$ cat src/rtl/seg_pkg.sv
// Shared constants for the seven-segment scan driver: hex glyph table,
// blank code and bit positions within the {dp, g..a} segment byte.
package seg_pkg;

    typedef logic [6:0] seg7_t;

    localparam int SEG_A  = 0;
    localparam int SEG_G  = 6;
    localparam int SEG_DP = 7;

    localparam seg7_t SEG_OFF = 7'h00;

    // Entry n is the gfedcba pattern for hex digit n (entry 0 is the LSB slice).
    localparam logic [15:0][6:0] HEX_SEG7 = {
        7'h71, 7'h79, 7'h5E, 7'h39, 7'h7C, 7'h77, 7'h6F, 7'h7F,
        7'h07, 7'h7D, 7'h6D, 7'h66, 7'h4F, 7'h5B, 7'h06, 7'h3F
    };

endpackage

$ cat src/rtl/seg_scan_driver_if.sv
// Bus between the OutPort side and the scan driver: capture inputs and
// display outputs. The master drives data/load/run, the driver is the slave.
interface seg_scan_driver_if;

    logic [31:0] data_in;
    logic        load;
    logic        run;
    logic [7:0]  digit_sel;
    logic [7:0]  seg_out;
    logic        frame_done;

    modport master (
        output data_in, load, run,
        input  digit_sel, seg_out, frame_done
    );

    modport slave (
        input  data_in, load, run,
        output digit_sel, seg_out, frame_done
    );

endinterface

$ cat src/rtl/hex_to_seg7.sv
// Combinational hex nibble to gfedcba segment pattern (active-high).
module hex_to_seg7 (
    input  logic [3:0] nibble,
    output logic [6:0] seg
);
    import seg_pkg::*;

    assign seg = HEX_SEG7[nibble];

endmodule

$ cat src/rtl/seg_scan_driver.sv
// Time-multiplexed hex scan driver with frame-aligned double buffering and a
// run/halt indicator on digit 0's dp. Define SEG_BLANK_EN for leading-zero blanking.
module seg_scan_driver #(
    parameter int SCAN_DIV   = 50000,
    parameter int NUM_DIGITS = 8,
    parameter int ACTIVE_LOW = 1
) (
    input logic              clk,
    input logic              reset,
    seg_scan_driver_if.slave bus
);
    import seg_pkg::*;

    localparam int              PW        = (SCAN_DIV > 1) ? $clog2(SCAN_DIV) : 1;
    localparam logic [PW-1:0]   PCNT_LAST = PW'(SCAN_DIV - 1);
    localparam logic [2:0]      IDX_LAST  = 3'(NUM_DIGITS - 1);
    localparam logic [7:0]      POLARITY  = (ACTIVE_LOW != 0) ? 8'hFF : 8'h00;

    logic [PW-1:0] pcnt;
    logic [2:0]    idx;
    logic [31:0]   shown;
    logic [31:0]   pending;
    logic          pend_v;

    logic          tick;
    logic          wrap;
    logic [3:0]    nibble;
    seg7_t         hex_seg;
    logic          blank_cur;
    logic [7:0]    sel_raw;
    logic [7:0]    seg_raw;

    assign tick   = (pcnt == PCNT_LAST);
    assign wrap   = tick && (idx == IDX_LAST);
    assign nibble = shown[{idx, 2'b00} +: 4];

    hex_to_seg7 u_hex (
        .nibble (nibble),
        .seg    (hex_seg)
    );

`ifdef SEG_BLANK_EN
    logic [7:0] blank_vec;

    // Walk from the top displayed nibble down; a digit blanks while everything above it is zero.
    always_comb begin : blank_scan
        logic upper_zero;
        upper_zero = 1'b1;
        blank_vec  = '0;
        for (int i = 7; i >= 0; i--) begin
            if (i < NUM_DIGITS) begin
                upper_zero   = upper_zero && (shown[4*i +: 4] == 4'h0);
                blank_vec[i] = upper_zero && (i != 0);
            end
        end
    end

    assign blank_cur = blank_vec[idx];
`else
    assign blank_cur = 1'b0;
`endif

    always_comb begin
        sel_raw                = 8'd1 << idx;
        seg_raw                = '0;
        seg_raw[SEG_G:SEG_A]   = blank_cur ? SEG_OFF : hex_seg;
        seg_raw[SEG_DP]        = (idx == 3'd0) && !bus.run;
    end

    // A load only touches the back buffer; shown swaps at the wrap so a frame never tears.
    always_ff @(posedge clk) begin
        if (reset) begin
            pcnt           <= '0;
            idx            <= '0;
            shown          <= '0;
            pending        <= '0;
            pend_v         <= 1'b0;
            bus.frame_done <= 1'b0;
        end else begin
            bus.frame_done <= wrap;
            if (tick) begin
                pcnt <= '0;
                idx  <= wrap ? 3'd0 : idx + 3'd1;
            end else begin
                pcnt <= pcnt + 1'b1;
            end
            if (wrap && pend_v) begin
                shown <= pending;
            end
            if (bus.load) begin
                pending <= bus.data_in;
                pend_v  <= 1'b1;
            end else if (wrap) begin
                pend_v  <= 1'b0;
            end
        end
    end

    always_ff @(posedge clk) begin
        if (reset) begin
            bus.digit_sel <= POLARITY;
            bus.seg_out   <= POLARITY;
        end else begin
            bus.digit_sel <= sel_raw ^ POLARITY;
            bus.seg_out   <= seg_raw ^ POLARITY;
        end
    end

endmodule

$ cat src/flat_wrapper.sv
// flat-port wrapper written by rule: the top's interface ports become plain ports
module seg_scan_driver_flat import seg_pkg::*;
#(
    parameter int SCAN_DIV   = 50000,
    parameter int NUM_DIGITS = 8,
    parameter int ACTIVE_LOW = 1
)
  (clk, reset, bus_data_in, bus_load, bus_run, bus_digit_sel, bus_seg_out, bus_frame_done);
  seg_scan_driver_if bus_i ();
  input logic clk;
  input logic reset;
  input wire logic [$bits(bus_i.data_in)-1:0] bus_data_in;
  input wire logic [$bits(bus_i.load)-1:0] bus_load;
  input wire logic [$bits(bus_i.run)-1:0] bus_run;
  output wire logic [$bits(bus_i.digit_sel)-1:0] bus_digit_sel;
  output wire logic [$bits(bus_i.seg_out)-1:0] bus_seg_out;
  output wire logic [$bits(bus_i.frame_done)-1:0] bus_frame_done;
  assign bus_i.data_in = bus_data_in;
  assign bus_i.load = bus_load;
  assign bus_i.run = bus_run;
  assign bus_digit_sel = bus_i.digit_sel;
  assign bus_seg_out = bus_i.seg_out;
  assign bus_frame_done = bus_i.frame_done;
  seg_scan_driver #(.SCAN_DIV(SCAN_DIV), .NUM_DIGITS(NUM_DIGITS), .ACTIVE_LOW(ACTIVE_LOW)) u_core (.clk(clk), .reset(reset), .bus(bus_i));
endmodule
$ cat config.mk
export PLATFORM = sky130hd
export DESIGN_NAME = seg_scan_driver_flat
export DESIGN_NICKNAME = d
export VERILOG_FILES = /design/src/rtl/seg_pkg.sv /design/src/rtl/seg_scan_driver_if.sv /design/src/rtl/hex_to_seg7.sv /design/src/rtl/seg_scan_driver.sv /design/src/flat_wrapper.sv
export SDC_FILE = /design/constraint.sdc
export NUM_CORES = 1
export LEC_CHECK = 0
export ABC_AREA = 1
export CAP_MARGIN = 0
export CORE_MARGIN = 5
export CORE_UTILIZATION = 35
export DETAILED_ROUTE_END_ITERATION = 8
export PLACE_DENSITY = 0.62
export SLEW_MARGIN = 15
export SYNTH_ARGS = -nofsm -noshare
export SYNTH_HDL_FRONTEND = slang
export SYNTH_HIERARCHICAL = 1
export SYNTH_SLANG_ARGS = --single-unit
$ cat constraint.sdc
create_clock -name clk -period 1.9 [get_ports clk]
set_input_delay 0.38 -clock clk [delete_from_list [all_inputs] [get_ports clk]]
set_output_delay 0.38 -clock clk [all_outputs]
set_load 0.02 [all_outputs]
# --- Yosys cells after proc, flatten, opt, wreduce, memory -nomap -nowiden ---
# Memory sizes are Yosys's and may differ from the RTL's.
# Cells that the tools add are included.
op_classes:
  addsub: 2
  order_cmp: 1
  n_shift: 2
  n_mux: 4
  n_eq_ne: 2
  reduce_logical: 7
  bitwise_logic: 2
ops:
  columns: ["op", "count"]
  rows:
  - ["$shiftx A32 B6 Y4", 1]
  - ["$add A16 B1 Y16 const B", 1]
  - ["$eq A16 B16 Y1 const B", 1]
  - ["$not A8 Y8", 2]
  - ["$shl A1 B3 Y8 const A", 1]
  - ["$mux W7", 1]
  - ["$lt A4 B5 Y1 const B", 1]
  - ["$add A3 B1 Y3 const B", 1]
  - ["$eq A3 B3 Y1 const B", 1]
  - ["$logic_and A1 B1 Y1", 3]
  - ["$logic_not A3 Y1", 1]
  - ["$mux W3", 1]
  - ["$mux W1", 2]
  - ["$reduce_bool A2 Y1", 1]
  - ["$reduce_or A2 Y1", 1]
  - ["$logic_not A1 Y1", 1]
totals:
  romBits: 112
  inputBits: 36
  mem_count: 1
  wordCells: 29
  output_inout_bits: 17
  ff_bits: 101
memory_table:
  columns: ["name", "words", "width", "rd", "rd_ports_with_merged_regs", "write_ports", "line_no", "text"]
  rows:
  - ["(no name shown)", 16, 7, 1, 0, 0, "hex_to_seg7.sv:8", "assign seg = HEX_SEG7[nibble];"]

# --- Depth between registers and ports, before layout ---
# Gate-level depths: netlist of the first run.
logic_depth:
  word_depth: 4
  ltp_mapped: 14
  mapped_depth_nobuf: 13

# --- Cells and area by module ---
# Netlist of the first run, hierarchy kept.
by_module_without_submodules:
  columns: ["module", "seq_area_each_um2", "area_per_inst_um2", "instances", "cells_each"]
  rows:
  - ["seg_scan_driver", 2021.9, 4048.9, 1, 558]
  - ["hex_to_seg7", 0.0, 270.3, 1, 52]

# --- Worst setup path after synthesis of the first run ---
# OpenSTA, ideal clock, no wires.
synth_path:
  path_kind: "register -> register"
  startpoint: "register u_core.idx[0]"
  endpoint: "register u_core.bus.seg_out[3]"
  path_slack_ns: -0.081
  n_path_buf: 2
  path_stages_with_launch: 14
  period_less_slack_ns: 1.981
  t_required_ns: 1.771
  t_arrival_ns: 1.851
  setup_ns: 0.129
  cell_sequence: "dfxtp_1 buf_2 inv_2 clkbuf_1 o21ai_0 nand3_1 o21a_1 inv_1 ha_1 nand2_1 o21ai_0 nand2_1 nand2_1 nand2_1"
synth_between:
  elab_chain_cells: 4
synth_lines:
  columns: ["element", "line_no", "text"]
  rows:
  - ["start: declaration", "seg_scan_driver.sv:20", "logic [2:0] idx;"]
  - ["start signal: assignment", "seg_scan_driver.sv:83", "idx <= wrap ? 3'd0 : idx + 3'd1;"]
  - ["$shiftx A32 B6 Y4", "seg_scan_driver.sv:35", "assign nibble = shown[{idx, 2'b00} +: 4];"]
  - ["via u_core.nibble[1]", "seg_scan_driver.sv:27", "logic [3:0] nibble;"]
  - ["$mem_v2 Z16 W7", null, null]
  - ["$mux W7 (implied by the code)", "hex_to_seg7.sv:8", null]
  - ["via u_core.hex_seg[3]", "seg_scan_driver.sv:28", "seg7_t hex_seg;"]
  - ["$not A8 Y8 (no source line)", null, null]
  - ["end signal: assignment", "seg_scan_driver.sv:105", "bus.seg_out <= seg_raw ^ POLARITY;"]
  - ["end: declaration", "seg_scan_driver_if.sv:19", "output digit_sel, seg_out, frame_done"]
# The timed path passes the listed nets, and every way through them passes these cells. The select of a mux whose other input is x is not followed.
# A chain may end at the register's enable or synchronous reset.

# --- Worst setup path after layout of the first run ---
# Ends and elaborated chain as after synthesis.

==> summary.md, run 1 <==
| Metric | Value |
|---|---|
| Status | complete, no violations |
| Final net count | 708 |
| Placement Setup Slack | -81.6 ps |
| GRT met3 Usage | 0.0345 |
| Fin area | 5400 sq um |
| R2r endpoint | u_core/bus.seg_out[3] |
| Critical path origin | u_core/idx[0] |
| Crit Path Class | reg -> reg |
| Critical Path AT | between 2000 and 2500 ps |
| CTS Buffer Depth | 2 |
| Synth Register Bits | around 100 |
| R2r setup slk | ~110 ps |
| Cell area after synthesis | around 4300 sq um |
| Clock share of power | 0.439 |
| Area leader, netlist | dfxtp_1 |
| Least-Margin Pin Slew | approximately 500 ps |
| Core Box Area | between 10000 and 15000 sq um |
| Worst r2r src | u_core/idx[0] |
| Critical path capture point | u_core/bus.seg_out[3] |
| Hold path depth | 1 |
| Vias in the first global route | ~3700 |
| Fmax | 560 MHz |
| Count of cell types in the netlist | 29 |
| Clock Latency Late Sink | approximately 350 ps |
| Maxcap violations | 0 |
| Final Hold Violating Endpoints | 0 |
| Grt peak-use layer | met2 |
| Worst VDD drop | 0.453 mV |
| Core Util, Final | 0.448 |
| Root Driver | clkbuf_16 |
| Initial antenna violation count | 0 |
| Crit. End Element | flip-flop |
| Total CTS buffers | 9 |
| Total GRT Usage | 0.136 |
| Fill count | about 1200 |
| CTS tree | built |
| Share of cells above drive strength 1 | 0.0679 |
| Ports | 53 |
| First-pass DRT Iterations | 4 |
| Endpoints failing setup | 0 |
| RSZ-0062 raised after global routing | yes |
| Area share of the largest cell type after synthesis | 0.468 |
| Vias | 3700 |
| Overflow after GRT | 0 |
| Register-to-Register Path Depth | 12 |
| DR WL/cell | 11.1 microns |
| Sequential Power Share | 0.506 |
| Internal power | 0.00338 W |
| ANT nets after route | 0 |
| Crit share post-route | 0.940 |
| Mapped Nets | 660 |
| Worst-path fanout max | 15 |
| Area of the die | approximately 15000 sq um |
| CTS H-Tree Depth | 3 |
| Worst clock skew | around 11 ps |
| Leakage | approximately 2.4 nW |
| Post-synthesis sequential area ratio | 0.468 |
| Vias per inst | between 4 and 5 |
| Mapped Avg Cell Area | between 7 and 8 sq um |
| Worst hold path type | reg -> reg |
| GP Congestion | 0.862 |
| Detailed Route Iter0 Violations | 220 |
| Drc violations | 0 |
| Switching part of the total power | 0.225 |
| Cell Rows | 40 |
| Initial core utilization | 0.358 |
| CTS sink cnt | between 100 and 150 |
| Antenna diode count | 0 |
| Comb power frac | 0.054 |
| Rel. slew slack | 0.666 |
| DP HPWL | about 6400 microns |
| Die Y | between 100 and 150 microns |
| P_sw | 0.000981 W |
| GR Util met2 | 0.210 |
| Pin count of the biggest net entering global routing | between 60 and 70 |
| Hold_buf cts | 0 |
| Gate count after technology mapping | 610 |
| Die Wd | between 100 and 150 microns |
| Placement Cell Area | 5050 sq um |
| Number of synthesis warnings | 6 |
| Minimum clock period | 1790 ps |
| GR Util met1 | 0.185 |
| Setup slack after layout | between 100 and 150 ps |
| Clock transition at the registers of the reported paths | around 70 ps |
| CP required | between 2000 and 2500 ps |
| P&R area growth vs syn | 25.1% |
| CP Launch Type | flip-flop |
| Top post-synthesis cells by area | dfxtp_1, nor2_1, nand2_1 |
| Max Transition Viols Final | 0 |
| Post-Route WL | slightly above 9000 microns |
| First-pass GRT wire length | ~16000 microns |
| Port-buffer cells | 52 |
| Power per standard cell area | 807 nW/um^2 |
==> sequential cells by signal, indices dropped and copies added (netlist names) <==
name                   flops
u_core/shown              32
u_core/pcnt               16
u_core/bus.digit_sel       8
u_core/bus.frame_done      1
u_core/pending            32
u_core/bus.seg_out         8
u_core/idx                 3
u_core/pend_v              1
==> per-stage QoR <==
stage	power [W]	TNS, ps	hold slack (ps)	instances
after floorplan	0.00236	0	430	610
after global placement	0.00249	0	448	813
after detailed placement	0.00250	-92.8	456	813
after CTS	0.00442	0	470	830
after global routing	0.00453	-47.7	518	831
final	0.00436	0	465	831
==> layout by cell type, fill, tap and decap left out, drive strengths merged, types with 2 or more instances in the layout <==
| cell type | n |
|---|---|
| dfxtp | 101 |
| xnor2 | 2 |
| nor3 | 7 |
| o21a | 4 |
| o21ai | 52 |
| ha | 14 |
| nand4 | 4 |
| clkinv | 2 |
| buf | 12 |
| clkdlybuf4s50 | 52 |
| nor2 | 155 |
| nand3 | 21 |
| xor2 | 6 |
| clkbuf | 10 |
| inv | 59 |
| nand2 | 134 |
| a21oi | 23 |
==> timing repair <==
action | 4_1_cts | 5_1_grt
setup endpoints to repair | 2 | 5
resized for setup | 2 | 13
buffers inserted | 1 | 1
==> cell type report <==
class	instances	area, sq um	area share
Inverter	56	215	0.0398
Timing Repair Buffer	64	656	0.121
Clock buffer	10	239	0.0442
Sequential cell	101	2030	0.376
Tap cell	168	210	0.0389
Clock inverter	6	76.3	0.0141
Multi-Input combinational cell	426	1980	0.366
==> Yosys cell counts <==
cell type / number
nor2_4: 2
nand4_4: 1
nand4_1: 3
nand3_1: 20
buf_2: 7
clkbuf_1: 15
nor2_1: 153
o21ai_0: 49
nor3b_1: 1
o21a_1: 4
nand2_2: 2
clkinv_1: 1
dfxtp_1: 101
or2_2: 1
nor3_2: 1
ha_1: 14
xnor2_1: 2
buf_1: 4
nand3b_1: 1
nand3_2: 1
inv_1: 51
buf_4: 1
a21oi_1: 23
nor3_1: 6
o22ai_1: 1
xor2_1: 6
o21ai_1: 3
inv_2: 4
nand2_1: 132
==> critical path, stage by stage (launching register included) <==
cell and delay, ps:
dfxtp_4 370, buf_8 150, a21oi_1 130, o21ai_1 80, nand3_1 90, o21a_1 180, inv_2 70, ha_1 270
nand2_1 70, o21ai_1 90, nand2_1 60, nand2_1 60, nand2_1 50
==> logic make-up after synthesis <==
group / after synthesis / share of synthesized area
flops: 101 / 0.468
xor+xnor: 8 / 0.0162
compound gates: 80 / 0.0953
simple gates: 324 / 0.305
fa+ha+maj: 14 / 0.0406
buf+inv: 83 / 0.0750
==> routing by layer <==
metal,routed length [microns],part of all wire
met2,4150,0.45
met5,0,0
met4,146,0.016
met3,406,0.044
met1,4540,0.49
==> power by group through the flow <==
| stage | logic [W] | registers, W | clock network, W |
|---|---|---|---|
| 3_3_place_gp | 0.000235 | 0.00226 | 0 |
| 6_report | 0.000237 | 0.00221 | 0.00192 |
| 5_1_grt | 0.000267 | 0.00221 | 0.00205 |
| 4_1_cts | 0.000240 | 0.00221 | 0.00197 |
| 2_1_floorplan | 0.000101 | 0.00226 | 0 |
| 3_5_place_dp | 0.000239 | 0.00226 | 0 |
==> how the worst min path moves through the flow <==
stage / from / endpoint / slack [ps]
after global routing: u_core/pcnt[13] / u_core/pcnt[13] / 520
after floorplan: u_core/pcnt[0] / u_core/pcnt[0] / 430
after global placement: u_core/pcnt[0] / u_core/pcnt[0] / 450
final: u_core/pcnt[0] / u_core/pcnt[0] / 460
after detailed placement: u_core/pcnt[0] / u_core/pcnt[0] / 460
after CTS: u_core/pcnt[14] / u_core/pcnt[14] / 470
Note: power is estimated with default switching activity, not from simulation.
==> inputs of run 2 (changes only) <==
Settings changed: CTS_CLUSTER_SIZE set to 12.
==> results of run 2 <==
Final layout, timing and power as in run 1 (identical DEF).
==> inputs of run 3 (changes only) <==
Settings changed: PLACE_DENSITY 0.62 to unset.
Clock period 1.9 ns to 1.8 ns, I/O delays scaled along.
==> run 3 against run 2 <==
Worst setup slack lost 74 ps; die area unchanged; clock skew is 0.81 ps lower; fmax grew 1.5%; final area increased by 1.2%; critical path depth is 1 higher; utilization rose by 0.54 points; sequential cell count stayed put; highest routed layer unchanged; via count is 0.89% lower; sequential share of layout area down 0.45 points; global-route usage is 0.51 points lower; hold slack got worse by 0.68 ps.
==> summary.md, run 3 (synthesized netlist as in run 1, its figures left out) <==
| Metric | Value |
|---|---|
| Status | complete, no violations |
| Commonest non-fill, non-tap cell in the layout | nor2_1 |
| Vias in the first global route | 3449 (-5.6%) |
| Vias | 3667 (-0.89%) |
| Crit path max-delay family | simple AND/OR/NAND/NOR gates |
| R2r endpoint | u_core/bus.seg_out[5] |
| Worst hold path type | reg -> reg |
| Die Wd | 121 microns (unchanged) |
| Least-Margin Pin Slew | 363 ps (-137 ps) |
| Hold Startpoint | u_core/pcnt[0] |
| Crit Path Class | reg -> reg |
| Ports | 53 (unchanged) |
| Crit path max-delay cell type | dfxtp_4 |
| P&R area growth vs syn | 26.6% |
| Cell Rows | 40 (unchanged) |
| Max Transition Viols Final | 0 (unchanged) |
| Post-Layout Cell Count | 837 (+0.72%) |
| First-pass GRT wire length | 15800 microns (-3.5%) |
| Core Box Area | 12100 sq um (unchanged) |
| GP Congestion | 0.853 (-1.1%) |
| Fmax | 568 MHz (+1.5%) |
| Maxcap violations | 0 (unchanged) |
| CTS sink cnt | 101 (unchanged) |
| CTS tree | built |
| Initial core utilization | 0.358 (unchanged) |
| Die Y | 121 microns (unchanged) |
| Post-Route WL | 9340 microns (+1.1%) |
| Total CTS buffers | 9 (unchanged) |
| Worst Hold Path EP | u_core/pcnt[0] |
| Worst r2r src | u_core/idx[0] |
| Register-to-Register Path Depth | 13 (+1) |
| Antenna diode count | 0 (unchanged) |
| Placement Cell Area | 5060 sq um (+0.25%) |
| Endpoints failing setup | 0 (unchanged) |
| Initial antenna violation count | 0 (unchanged) |
| Total GRT Usage | 0.131 (-0.00510) |
| Worst-path fanout max | 17 (+2) |
| Clock transition at the registers of the reported paths | 70 ps (about the same) |
| Minimum clock period | 1760 ps (-25.7 ps) |
| Pin count of the biggest net entering global routing | 65 (unchanged) |
| CTS H-Tree Depth | 3 (unchanged) |
| Detailed Route Iter0 Violations | 184 (-16%) |
| Clock Latency Late Sink | 340 ps (about the same) |
| Hold path depth | 1 (unchanged) |
| Hold slack | 464 ps (-0.681 ps) |
| Bufs and invs on worst path | 3 (+1) |
| Stages on the worst setup path | 13 (+1) |
| Overflow after GRT | 0 (unchanged) |
| DP HPWL | 6460 microns (+0.63%) |
| Cells after DPL | 816 (+0.37%) |
| Rel. slew slack | 0.756 (+0.0900) |
| RSZ-0062 raised after global routing | yes |
| Power per standard cell area | 839 nW/um^2 (+4.0%) |
| Final Hold Violating Endpoints | 0 (unchanged) |
| Most used cell, CP | nand2_1 |
| CP cell instances | inv_6 > a21oi_1 > o21ai_0 > nand2_1 > o21a_1 > buf_4 > ha_2 > inv_1 > nand2_1 > nand2_1 > nand2_1 > nand2_1 > nand2_1 |
| Crit share post-route | 0.978 (+0.0380) |
| First-pass DRT Iterations | 5 (+1) |
| CP required | 2020 ps (-120 ps) |
| Max stage delay on crit path | 370 ps (about the same) |
| Root Driver | clkbuf_16 |
| Area of the die | 14700 sq um (unchanged) |
| Share of cells above drive strength 1 | 0.0822 (+0.0143) |
| Worst clock skew | 10.5 ps (-0.814 ps) |
| Vias per inst | 4.38 (-1.6%) |
| CP Launch Type | flip-flop |
| Fin area | 5470 sq um (+1.2%) |
| R2r setup slk | 40 ps (-70 ps) |
| Most frequent cells in the layout | nor2_1, nand2_1, dfxtp_1 |
| Crit. End Element | flip-flop |
| Drc violations | 0 (unchanged) |
| Port-buffer cells | 52 (unchanged) |
| CTS Buffer Depth | 2 (unchanged) |
| Worst VDD drop | 0.379 mV (-17%) |
| Leakage | 2.42 nW (+1.7%) |
| Final net count | 714 (+0.85%) |
| Critical Path AT | 1980 ps (-40 ps) |
| Largest regs | u_core/pending: 32 flops, u_core/shown: 32 flops, u_core/pcnt: 16 flops |
| DR WL/cell | 11.2 microns (+0.34%) |
| Core Util, Final | 0.453 (+0.00539) |
| ANT nets after route | 0 (unchanged) |
==> run 3: cell types whose count changed in the layout (fill, tap and decap cells not counted), moves of 2 or more <==
cell      previous run  this run
buf_4                8        11
clkbuf_8             1         3
clkinv_4             2         0
buf_6                0         3
==> run 3: through the flow <==
| step | power (W) | setup slack, ps | setup TNS (ps) |
|---|---|---|---|
| after detailed placement | 0.00263 | -12.3 | -12.3 |
| final | 0.00459 | 39.0 | 0 |
| after floorplan | 0.00249 | 1.63 | 0 |
| after global routing | 0.00478 | -99.3 | -369 |
| after global placement | 0.00263 | 48.0 | 0 |
| after CTS | 0.00466 | 14.0 | 0 |
==> run 3: final cells by class <==
cell class	count	area [sq um]
Fill cell	1236	6590
Sequential cell	101	2030
Multi-Input combinational cell	426	1980
Timing Repair Buffer	70	707
Clock buffer	12	267
Inverter	56	218
Tap cell	168	210
Clock inverter	4	52.6
==> run 3: worst max-delay path by stage <==
stage / from / endpoint / slack [ps]
after floorplan: u_core/idx[1] / u_core/bus.seg_out[3] / 2
after global placement: u_core/idx[0] / u_core/bus.seg_out[3] / 50
after detailed placement: u_core/idx[0] / u_core/bus.seg_out[3] / -10
after CTS: u_core/idx[1] / u_core/bus.seg_out[3] / 10
after global routing: u_core/idx[0] / u_core/bus.seg_out[3] / -100
final: u_core/idx[0] / u_core/bus.seg_out[5] / 40
==> run 3: power by group <==
| part | internal, W | switching, W |
|---|---|---|
| Sequential | 0.00230 | 0.0000322 |
| Clock | 0.00120 | 0.000813 |
| Combinational | 0.000126 | 0.000119 |
| Total | 0.00362 | 0.000964 |
==> run 3: repair_timing <==
item / CTS / global route
cloned: 0 / 2
setup endpoints to repair: 2 / 33
pin swaps: 0 / 1
resized for setup: 2 / 16
hold buffers: 0 / 0
setup buffers: 0 / 3
==> run 3: metal layers <==
| metal | GRT usage | part of all wire | vias to the layer above |
|---|---|---|---|
| met2 | 0.210 | 0.46 | 68 |
| met4 | 0.0446 | 0.0049 | 0 |
| met5 | 0 | 0 | - |
| met1 | 0.172 | 0.49 | 1601 |
| met3 | 0.0336 | 0.048 | 2 |
| li1 | - | - | 1996 |
==> run 3: worst register-to-register path: cells and delay by family (launching register included) <==
family,cells,cell delay (ps)
and+or+nand+nor,6,400
adders and majority gates,1,180
DFF,1,370
buffers and inverters,3,320
AOI/OAI and AO/OA,3,380
